==> config.mk <==
export PLATFORM = sky130hd
export DESIGN_NAME = ctrl_arbiter
export DESIGN_NICKNAME = d
export VERILOG_FILES = /design/src/rtl/enum_type.sv /design/src/rtl/gravity_timer.sv /design/src/rtl/ctrl_arbiter.sv
export SDC_FILE = /design/constraint.sdc
export NUM_CORES = 1
export LEC_CHECK = 0
export BUFFER_PORTS_ARGS = -buffer_cell sky130_fd_sc_hd__buf_2
export CAP_MARGIN = 10
export CORE_MARGIN = 8
export CORE_UTILIZATION = 45
export DETAILED_ROUTE_END_ITERATION = 10
export MAX_ROUTING_LAYER = met4
export PLACE_DENSITY = 0.6
export REMOVE_ABC_BUFFERS = 1
export SLEW_MARGIN = 10
export SYNTH_ARGS = -nofsm -noshare
export SYNTH_HDL_FRONTEND = slang
export SYNTH_SLANG_ARGS = --single-unit
==> constraint.sdc <==
create_clock -name clk_50MHz -period 6.4 [get_ports clk_50MHz]
set_input_delay 1.28 -clock clk_50MHz [delete_from_list [all_inputs] [get_ports clk_50MHz]]
set_output_delay 1.28 -clock clk_50MHz [all_outputs]
set_load 0.05 [all_outputs]
==> src/rtl/enum_type.sv <==
`timescale 1ns/1ps
// enum_type: shared command/state types for the tetris control path.
//   state_type  - commands to the core and the core's reported state
//   arb_state_t - ctrl_arbiter FSM states
//   btn_pick    - fixed-priority one-hot select among pending buttons
//   btn_cmd     - maps a one-hot button select to its command
package enum_type;

    typedef enum logic [2:0] {
        NONE   = 3'd0,
        LEFT   = 3'd1,
        RIGHT  = 3'd2,
        ROTATE = 3'd3,
        DOWN   = 3'd4,
        DROP   = 3'd5,
        HOLD   = 3'd6,
        WAIT   = 3'd7
    } state_type;

    typedef enum logic [1:0] {
        IDLE      = 2'd0,
        ISSUE     = 2'd1,
        WAIT_ACK  = 2'd2,
        WAIT_DONE = 2'd3
    } arb_state_t;

    localparam int GRAV_CNT_W = 26;

    // Round-robin pointer values: which side wins a UART/button tie.
    localparam logic RR_UART = 1'b0;
    localparam logic RR_BTN  = 1'b1;

    // Button bits: [0]RIGHT [1]ROTATE [2]LEFT [3]DROP.
    // Priority DROP > ROTATE > LEFT > RIGHT.
    function automatic logic [3:0] btn_pick(input logic [3:0] pend);
        logic [3:0] sel;
        sel = 4'b0000;
        if (pend[3])      sel = 4'b1000;
        else if (pend[1]) sel = 4'b0010;
        else if (pend[2]) sel = 4'b0100;
        else if (pend[0]) sel = 4'b0001;
        return sel;
    endfunction

    function automatic state_type btn_cmd(input logic [3:0] sel);
        state_type c;
        case (sel)
            4'b1000: c = DROP;
            4'b0010: c = ROTATE;
            4'b0100: c = LEFT;
            4'b0001: c = RIGHT;
            default: c = NONE;
        endcase
        return c;
    endfunction

endpackage

==> src/rtl/gravity_timer.sv <==
`timescale 1ns/1ps
// gravity_timer: free-running gravity period counter.
//   clk_50MHz in  system clock
//   reset_n   in  synchronous active-low reset
//   level_i   in  speed level 0..7; period = max(GRAV_BASE>>level, GRAV_MIN)
//   pause_i   in  holds the counter (and suppresses the tick)
//   tick_o    out one-cycle pulse when the counter wraps
module gravity_timer
    import enum_type::*;
#(
    parameter int GRAV_BASE = 50_000_000,
    parameter int GRAV_MIN  = 2_500_000
) (
    input  logic       clk_50MHz,
    input  logic       reset_n,
    input  logic [2:0] level_i,
    input  logic       pause_i,
    output logic       tick_o
);

    localparam logic [GRAV_CNT_W-1:0] BASE_P = GRAV_CNT_W'(GRAV_BASE);
    localparam logic [GRAV_CNT_W-1:0] MIN_P  = GRAV_CNT_W'(GRAV_MIN);

    logic [GRAV_CNT_W-1:0] cnt_q, cnt_d;
    logic [GRAV_CNT_W-1:0] shifted;
    logic [GRAV_CNT_W-1:0] period;

    always_comb begin
        shifted = BASE_P >> level_i;
        period  = (shifted < MIN_P) ? MIN_P : shifted;
        // '>=' rather than '==' so a level increase that leaves the counter
        // beyond the new period fires on the very next compare.
        tick_o  = !pause_i && (cnt_q >= period - GRAV_CNT_W'(1));
        cnt_d   = cnt_q;
        if (tick_o)
            cnt_d = '0;
        else if (!pause_i)
            cnt_d = cnt_q + GRAV_CNT_W'(1);
    end

    always_ff @(posedge clk_50MHz) begin
        if (!reset_n)
            cnt_q <= '0;
        else
            cnt_q <= cnt_d;
    end

endmodule

==> src/rtl/ctrl_arbiter.sv <==
`timescale 1ns/1ps
// ctrl_arbiter: schedules button, UART and gravity commands onto the single
// tetris-core ctrl port, one at a time, holding each until the core acks.
//   clk_50MHz   in  system clock
//   reset_n     in  synchronous active-low reset
//   btn_pulse   in  one-cycle presses [0]RIGHT [1]ROTATE [2]LEFT [3]DROP
//   uart_valid  in  UART command valid
//   uart_cmd    in  decoded UART command (NONE is accepted and dropped)
//   uart_ready  out one-deep UART buffer empty
//   pause       in  freezes gravity and blocks new grants
//   level       in  speed level 0..7
//   core_state  in  core state; WAIT means idle
//   ctrl        out command to the core for exactly one cycle, else NONE
//   busy        out FSM not in IDLE
//   timeout_err out one-cycle pulse when a command is abandoned
module ctrl_arbiter
    import enum_type::*;
#(
    parameter int GRAV_BASE    = 50_000_000,
    parameter int GRAV_MIN     = 2_500_000,
    parameter int ACK_TIMEOUT  = 1024,
    parameter int DONE_TIMEOUT = 65536
) (
    input  logic       clk_50MHz,
    input  logic       reset_n,
    input  logic [3:0] btn_pulse,
    input  logic       uart_valid,
    input  state_type  uart_cmd,
    output logic       uart_ready,
    input  logic       pause,
    input  logic [2:0] level,
    input  state_type  core_state,
    output state_type  ctrl,
    output logic       busy,
    output logic       timeout_err
);

    localparam int TMR_MAX = (ACK_TIMEOUT > DONE_TIMEOUT) ? ACK_TIMEOUT : DONE_TIMEOUT;
    localparam int TMR_W   = $clog2(TMR_MAX + 1);

    arb_state_t       state_q, state_d;
    state_type        cmd_q, cmd_d;
    state_type        uart_cmd_q, uart_cmd_d;
    logic             uart_full_q, uart_full_d;
    logic [3:0]       btn_pend_q, btn_pend_d;
    logic             grav_pend_q, grav_pend_d;
    logic             rr_q, rr_d;
    logic [TMR_W-1:0] timer_q, timer_d;

    logic       grav_tick;
    logic       can_grant;
    logic       grant_grav, grant_uart, grant_btn;
    logic [3:0] btn_sel;
    logic       uart_load;

    gravity_timer #(
        .GRAV_BASE (GRAV_BASE),
        .GRAV_MIN  (GRAV_MIN)
    ) u_grav (
        .clk_50MHz (clk_50MHz),
        .reset_n   (reset_n),
        .level_i   (level),
        .pause_i   (pause),
        .tick_o    (grav_tick)
    );

    assign uart_ready = !uart_full_q;
    assign busy       = (state_q != IDLE);
    assign ctrl       = (state_q == ISSUE) ? cmd_q : NONE;

    always_comb begin
        btn_sel    = btn_pick(btn_pend_q);
        can_grant  = (state_q == IDLE) && (core_state == WAIT) && !pause;
        grant_grav = 1'b0;
        grant_uart = 1'b0;
        grant_btn  = 1'b0;
        if (can_grant) begin
            if (grav_pend_q)
                grant_grav = 1'b1;
            else if (uart_full_q && (rr_q == RR_UART || btn_pend_q == 4'b0000))
                grant_uart = 1'b1;
            else if (btn_pend_q != 4'b0000)
                grant_btn = 1'b1;
        end

        // Set terms are OR'd in last so a request on its own grant cycle survives.
        grav_pend_d = (grav_pend_q & ~grant_grav) | grav_tick;
        btn_pend_d  = (btn_pend_q & ~(grant_btn ? btn_sel : 4'b0000)) | btn_pulse;

        // uart_load implies an empty buffer, so it never collides with grant_uart.
        uart_load   = uart_valid && uart_ready && (uart_cmd != NONE);
        uart_full_d = uart_full_q;
        uart_cmd_d  = uart_cmd_q;
        if (grant_uart)
            uart_full_d = 1'b0;
        if (uart_load) begin
            uart_full_d = 1'b1;
            uart_cmd_d  = uart_cmd;
        end

        rr_d = rr_q;
        if (grant_uart || grant_btn)
            rr_d = ~rr_q;

        state_d     = state_q;
        cmd_d       = cmd_q;
        timeout_err = 1'b0;
        case (state_q)
            IDLE: begin
                if (grant_grav || grant_uart || grant_btn) begin
                    state_d = ISSUE;
                    if (grant_grav)      cmd_d = DOWN;
                    else if (grant_uart) cmd_d = uart_cmd_q;
                    else                 cmd_d = btn_cmd(btn_sel);
                end
            end
            ISSUE: state_d = WAIT_ACK;
            WAIT_ACK: begin
                if (core_state != WAIT)
                    state_d = WAIT_DONE;
                else if (timer_q == TMR_W'(ACK_TIMEOUT)) begin
                    state_d     = IDLE;
                    timeout_err = 1'b1;
                end
            end
            WAIT_DONE: begin
                if (core_state == WAIT)
                    state_d = IDLE;
                else if (timer_q == TMR_W'(DONE_TIMEOUT)) begin
                    state_d     = IDLE;
                    timeout_err = 1'b1;
                end
            end
            default: state_d = IDLE;
        endcase

        // Timer restarts on every state entry and only runs in the wait states.
        if (state_d != state_q || state_q == IDLE || state_q == ISSUE)
            timer_d = '0;
        else
            timer_d = timer_q + TMR_W'(1);
    end

    always_ff @(posedge clk_50MHz) begin
        if (!reset_n) begin
            state_q     <= IDLE;
            cmd_q       <= NONE;
            uart_cmd_q  <= NONE;
            uart_full_q <= 1'b0;
            btn_pend_q  <= 4'b0000;
            grav_pend_q <= 1'b0;
            rr_q        <= RR_UART;
            timer_q     <= '0;
        end else begin
            state_q     <= state_d;
            cmd_q       <= cmd_d;
            uart_cmd_q  <= uart_cmd_d;
            uart_full_q <= uart_full_d;
            btn_pend_q  <= btn_pend_d;
            grav_pend_q <= grav_pend_d;
            rr_q        <= rr_d;
            timer_q     <= timer_d;
        end
    end

endmodule

# [Word level (Yosys, flattened, before mapping)]
# Cells that the tools add are included.
[totals] latch_bits=0 mem_bits_ro=0 mem_bits_rw=0 input_bits=17 out_inout_bits=6 n_memories=0 elab_cells=90 reg_bits=58
[op_classes] mux=32 n_div=0 multipliers=0 addsub=3 n_eq_ne=12 n_bitwise=8 shifts=1 n_lt_le_gt_ge=2 n_reduce_logical=23
[op_table] cell="26-bit by 1-bit adder with 26-bit output (second input constant)" count=1
[op_table] cell="26-bit greater-or-equal comparator" count=1
[op_table] cell="26-bit by 22-bit less-than comparator with 1-bit output (second input constant)" count=1
[op_table] cell="26-bit two-way mux" count=1
[op_table] cell="26-bit by 3-bit right shift with 26-bit output (first input constant)" count=1
[op_table] cell="26-bit by 1-bit subtractor with 26-bit output (second input constant)" count=1
[op_table] cell="17-bit by 1-bit adder with 17-bit output (second input constant)" count=1
[op_table] cell="17-bit by 11-bit == test with 1-bit output (second input constant)" count=1
[op_table] cell="17-bit == test (second input constant)" count=1
[op_table] cell="1-bit two-way mux" count=16
[op_table] cell="3-bit two-way mux" count=5
[op_table] cell="3-bit one-hot mux with 4 select lines" count=1
[op_table] cell="2-bit two-way mux" count=5
[op_table] cell="4-bit two-way mux" count=2
[op_table] cell="2-bit one-hot mux with 4 select lines" count=1
[op_table] cell="1-bit logical AND" count=6
[op_table] cell="1-bit logical OR" count=6
[op_table] cell="4-bit AND" count=1
[op_table] cell="2-bit == test (second input constant)" count=2
[op_table] cell="4-bit by 1-bit == test with 1-bit output (second input constant)" count=1
[op_table] cell="4-bit by 2-bit == test with 1-bit output (second input constant)" count=1
[op_table] cell="4-bit by 3-bit == test with 1-bit output (second input constant)" count=1
[op_table] cell="4-bit == test (second input constant)" count=1
[op_table] cell="4-bit logical NOT" count=1
[op_table] cell="17 further kinds" count=22

# [Longest topological paths before layout]
[logic_depth] depth_word=14 mapped_depth=13 mapped_depth_nobuf=11

# [By module]
# From an unflattened synthesis, not the netlist that was laid out.
[unflattened] cells_unflattened=409 hier_area_um2=3618.5
[modules_own_cells] mod="gravity_timer" area_each_um2=2043.2 n_inst=1 cells_per_inst=222
[modules_own_cells] mod="ctrl_arbiter" area_each_um2=1575.3 n_inst=1 cells_per_inst=187

# [Worst setup path before layout]
# OpenSTA, ideal clock, no wires.
[synth_path] path_type="input to output" from="input port core_state[2]" to="output port timeout_err" t_required_ps=5120 path_stages=5 path_slack_ps=2514 arrival_time_ps=2606 path_cell_list="nand3_1 > or3_1 > nor2_1 > a21oi_1 > nor2_1"
[synth_between] elab_chain_cells=3 word_cells_on_any_way=5 classes_between="2 x eq/ne; 3 x mux"
[synth_rtl] element="from (decl)" line_no="ctrl_arbiter.sv:32" source="input state_type core_state,"
[synth_rtl] element="3-bit == test / 3-bit != test (equally long branches)" line_no="ctrl_arbiter.sv:127, ctrl_arbiter.sv:119"
[synth_rtl] element="1-bit two-way mux, on equally long branches" line_no="ctrl_arbiter.sv:127, ctrl_arbiter.sv:119"
[synth_rtl] element="1-bit one-hot mux with 2 select lines *" line_no="ctrl_arbiter.sv:108" source="case (state_q)"
[synth_rtl] element="to (decl)" line_no="ctrl_arbiter.sv:35" source="output logic timeout_err"
# Mark *: on every way between the ends. The rest lies on a longest branch, timed or not.

# [Worst setup path in the final report]
# Same ends and word-level chain as after synthesis.

==> results.ini <==
[layout]
nets = 467
final_util = 0.518
drive_gt1_frac = 0.112
final_cells = 526
diodes = 0
fillers = 718
syn2layout_area_growth_pct = 12.8

[logic_synthesis]
synth_top_cell_by_area = dfxtp_1
yosys_register_bits = 58
yosysSeqAreaShare = 0.352
syn_area_sq_mm = 0.00330
syn_inst = 398
synthArstFlopShare = 0
synth_ff_type = dfxtp_1
synthTopCellsByArea = dfxtp_1, ha_1, xor2_1
synth_top_area_frac = 0.352
synth-edff-count = 0
yosys_warnings = 0
ys_types = 49
syn_avg_cell_area_sq_um = 8.28
synth.most_common_cell = nor2_1
synth_common_cells = nor2_1, dfxtp_1, nand2_1, ha_1, xor2_1

[timing]
rsz0062_at_grt = no
worst_slack_ns = 2.61
slew-limit-headroom = 0.636
drv_slew = 0
period_share = 0.593
final.min_clock_period_ns = 3.79
tightest_slew_ns = 0.545
finalHoldViolations = 0
setup_violations = 0
worst_hold_slack_ns = 0.465
clock.fmax_mhz = 264
worst_clock_skew_ns = 0.00678
fin_setup_tns_ns = 0

[global_route]
grt_max_degree = 24
track_usage = 0.142
overflow = 0
antenna_found_initial = 0
grt_pass1_wl_mm = 11.2
grt_pass1_vias = 2544

[clock_tree]
cts_buffer_depth = 2
post-cts-setup-buffer-count = 0
cts_resized = 0
clock_latency_ns = 0.33
cts_sinks = 58
cts_buffers = 9
cts_root_buf = clkbuf_8
cts_tree = built
htree_levels = 3
clk_pin_slew_ns = 0.06
postCtsHoldBufs = 0

[worst_setup_path]
cp_slowest_cell = or3_1
crit_chain = buf_2 > nand3_1 > or3_1 > nor2_1 > a21oi_1 > nor2_1 > buf_2
critical_path.max_stage_delay_ns = 0.44
rr_worst_depth = 7
r2r_slack_ns = 4.12
crit_arrival_ns = 2.51
reg2reg_from = u_grav.cnt_q[15]
cp_data_required_time_ns = 5.12
r2r_end = u_grav.cnt_q[9]
path_max_fanout = 5
critPathCaptureType = primary output
crit_type = in2out
crit_path_start_kind = input pin

[placed_design]
io_buffer_count = 22
dp_cells = 510
dpl.hpwl_mm = 4.87
gp_congestion = 0.810
dp_worst_setup_slack_ns = 2.56

[power]
powerDensity_mw_per_mm2 = 229
power_frac_clock = 0.496
combPwrFrac = 0.066
switching_share = 0.217
seqPwrFrac = 0.438
power_leakage_uw = 0.00154
p_sw_uw = 185
p_int_uw = 667
ir_drop_mv = 0.142

[outcome]
status = completed

[floorplan]
rows = 31
initial_core_util = 0.459
die_h_um = 102
chipWidth_um = 102
die_area_sq_mm = 0.0103
ios = 23
core_sq_mm = 0.00718

[min_path]
min_from = timer_q[0]
min_path_type = reg2reg
hold_depth = 1
hold_end = timer_q[0]

[routing]
wl_per_cell_um = 12.3
wl_mm = 6.48
first_iter_violations = 73
avgViaCountPerCell = 5.05
num_vias = 2654
drt-pass1-iter-count = 4
route.detailed.drc = 0
ant_nets = 0

[run]
max_cap_violations = 0

==> cell usage in the layout (no fill, tap or decap), drive strengths merged, types with 3 or more instances in the layout <==
master / count
a21oi: 19
a22oi: 3
and2: 6
and3: 10
and4: 5
buf: 22
bufinv: 3
clkbuf: 11
dfxtp: 58
ha: 28
inv: 16
nand2: 43
nand3: 19
nand4: 10
nor2: 64
nor2b: 9
nor3: 9
nor4: 4
o211ai: 4
o21a: 3
o21ai: 16
xnor2: 11
xor2: 28
==> layout make-up <==
cell class	instances	area (sq um)	share of cell area
multi-input combinational	315	2010	0.541
sequential	58	1160	0.312
clock buffer	11	151	0.0407
tap	99	124	0.0333
timing repair buffer	22	110	0.0296
clock inverter	5	100	0.0269
inverter	16	60.1	0.0162
==> power by group through the flow <==
stage	clock network, uW	registers [uW]	logic (uW)
CTS	437	374	56.5
finish	423	374	55.9
global placement	0	381	55.5
floorplan	0	380	38.5
detailed placement	0	382	56.2
global route	451	374	63.6
==> sequential cells by signal, summed over array words and instances, names as in the netlist <==
signal	count
btn_pend_q	4
u_grav.cnt_q	26
rr_q	1
timer_q	17
cmd_q	3
uart_cmd_q	3
state_q	2
grav_pend_q	1
uart_full_q	1
==> cells by family after synthesis <==
logic type | count (synthesis) | share of synthesized area
AND/OR/NAND/NOR | 189 | 0.287
adder cells (fa/ha/maj) | 28 | 0.106
AO/OA/AOI/OAI | 56 | 0.107
multiplexers | 2 | 0.00607
XOR/XNOR | 39 | 0.104
flip-flops | 58 | 0.352
other | 1 | 0.00114
buffers and inverters | 25 | 0.0376
==> worst max-delay path, delay by kind of cell <==
kind	cells	cell delay, ns
AO/OA/AOI/OAI	1	0.05
buffers and inverters	2	0.35
AND/OR/NAND/NOR	4	0.83
==> worst max path at each step <==
stage	from	end	slack, ns	depth (start not counted)
CTS	core_state[2]	timeout_err	2.61	7
finish	core_state[2]	timeout_err	2.61	7
global route	core_state[2]	timeout_err	2.49	7
floorplan	core_state[2]	timeout_err	2.51	5
detailed placement	level[1]	u_grav.cnt_q[13]	2.56	10
global placement	level[1]	u_grav.cnt_q[16]	2.62	11
==> through the flow <==
stage / total power [uW] / instance area [sq um]
finish: 852 / 3720
global route: 888 / 3720
CTS: 867 / 3720
detailed placement: 438 / 3470
global placement: 437 / 3470
floorplan: 418 / 3230
==> routing by layer <==
layer  share of wire  routed length [um]  global-route usage  vias up
li1                -                   -                   -     1420
met1            0.49                3180               0.165     1180
met2            0.45                2930               0.218       40
met3           0.032                 206              0.0378       14
met4           0.026                 168              0.0756        0
met5               0                   0                   -        -
Power figures use the tool's default switching activity.
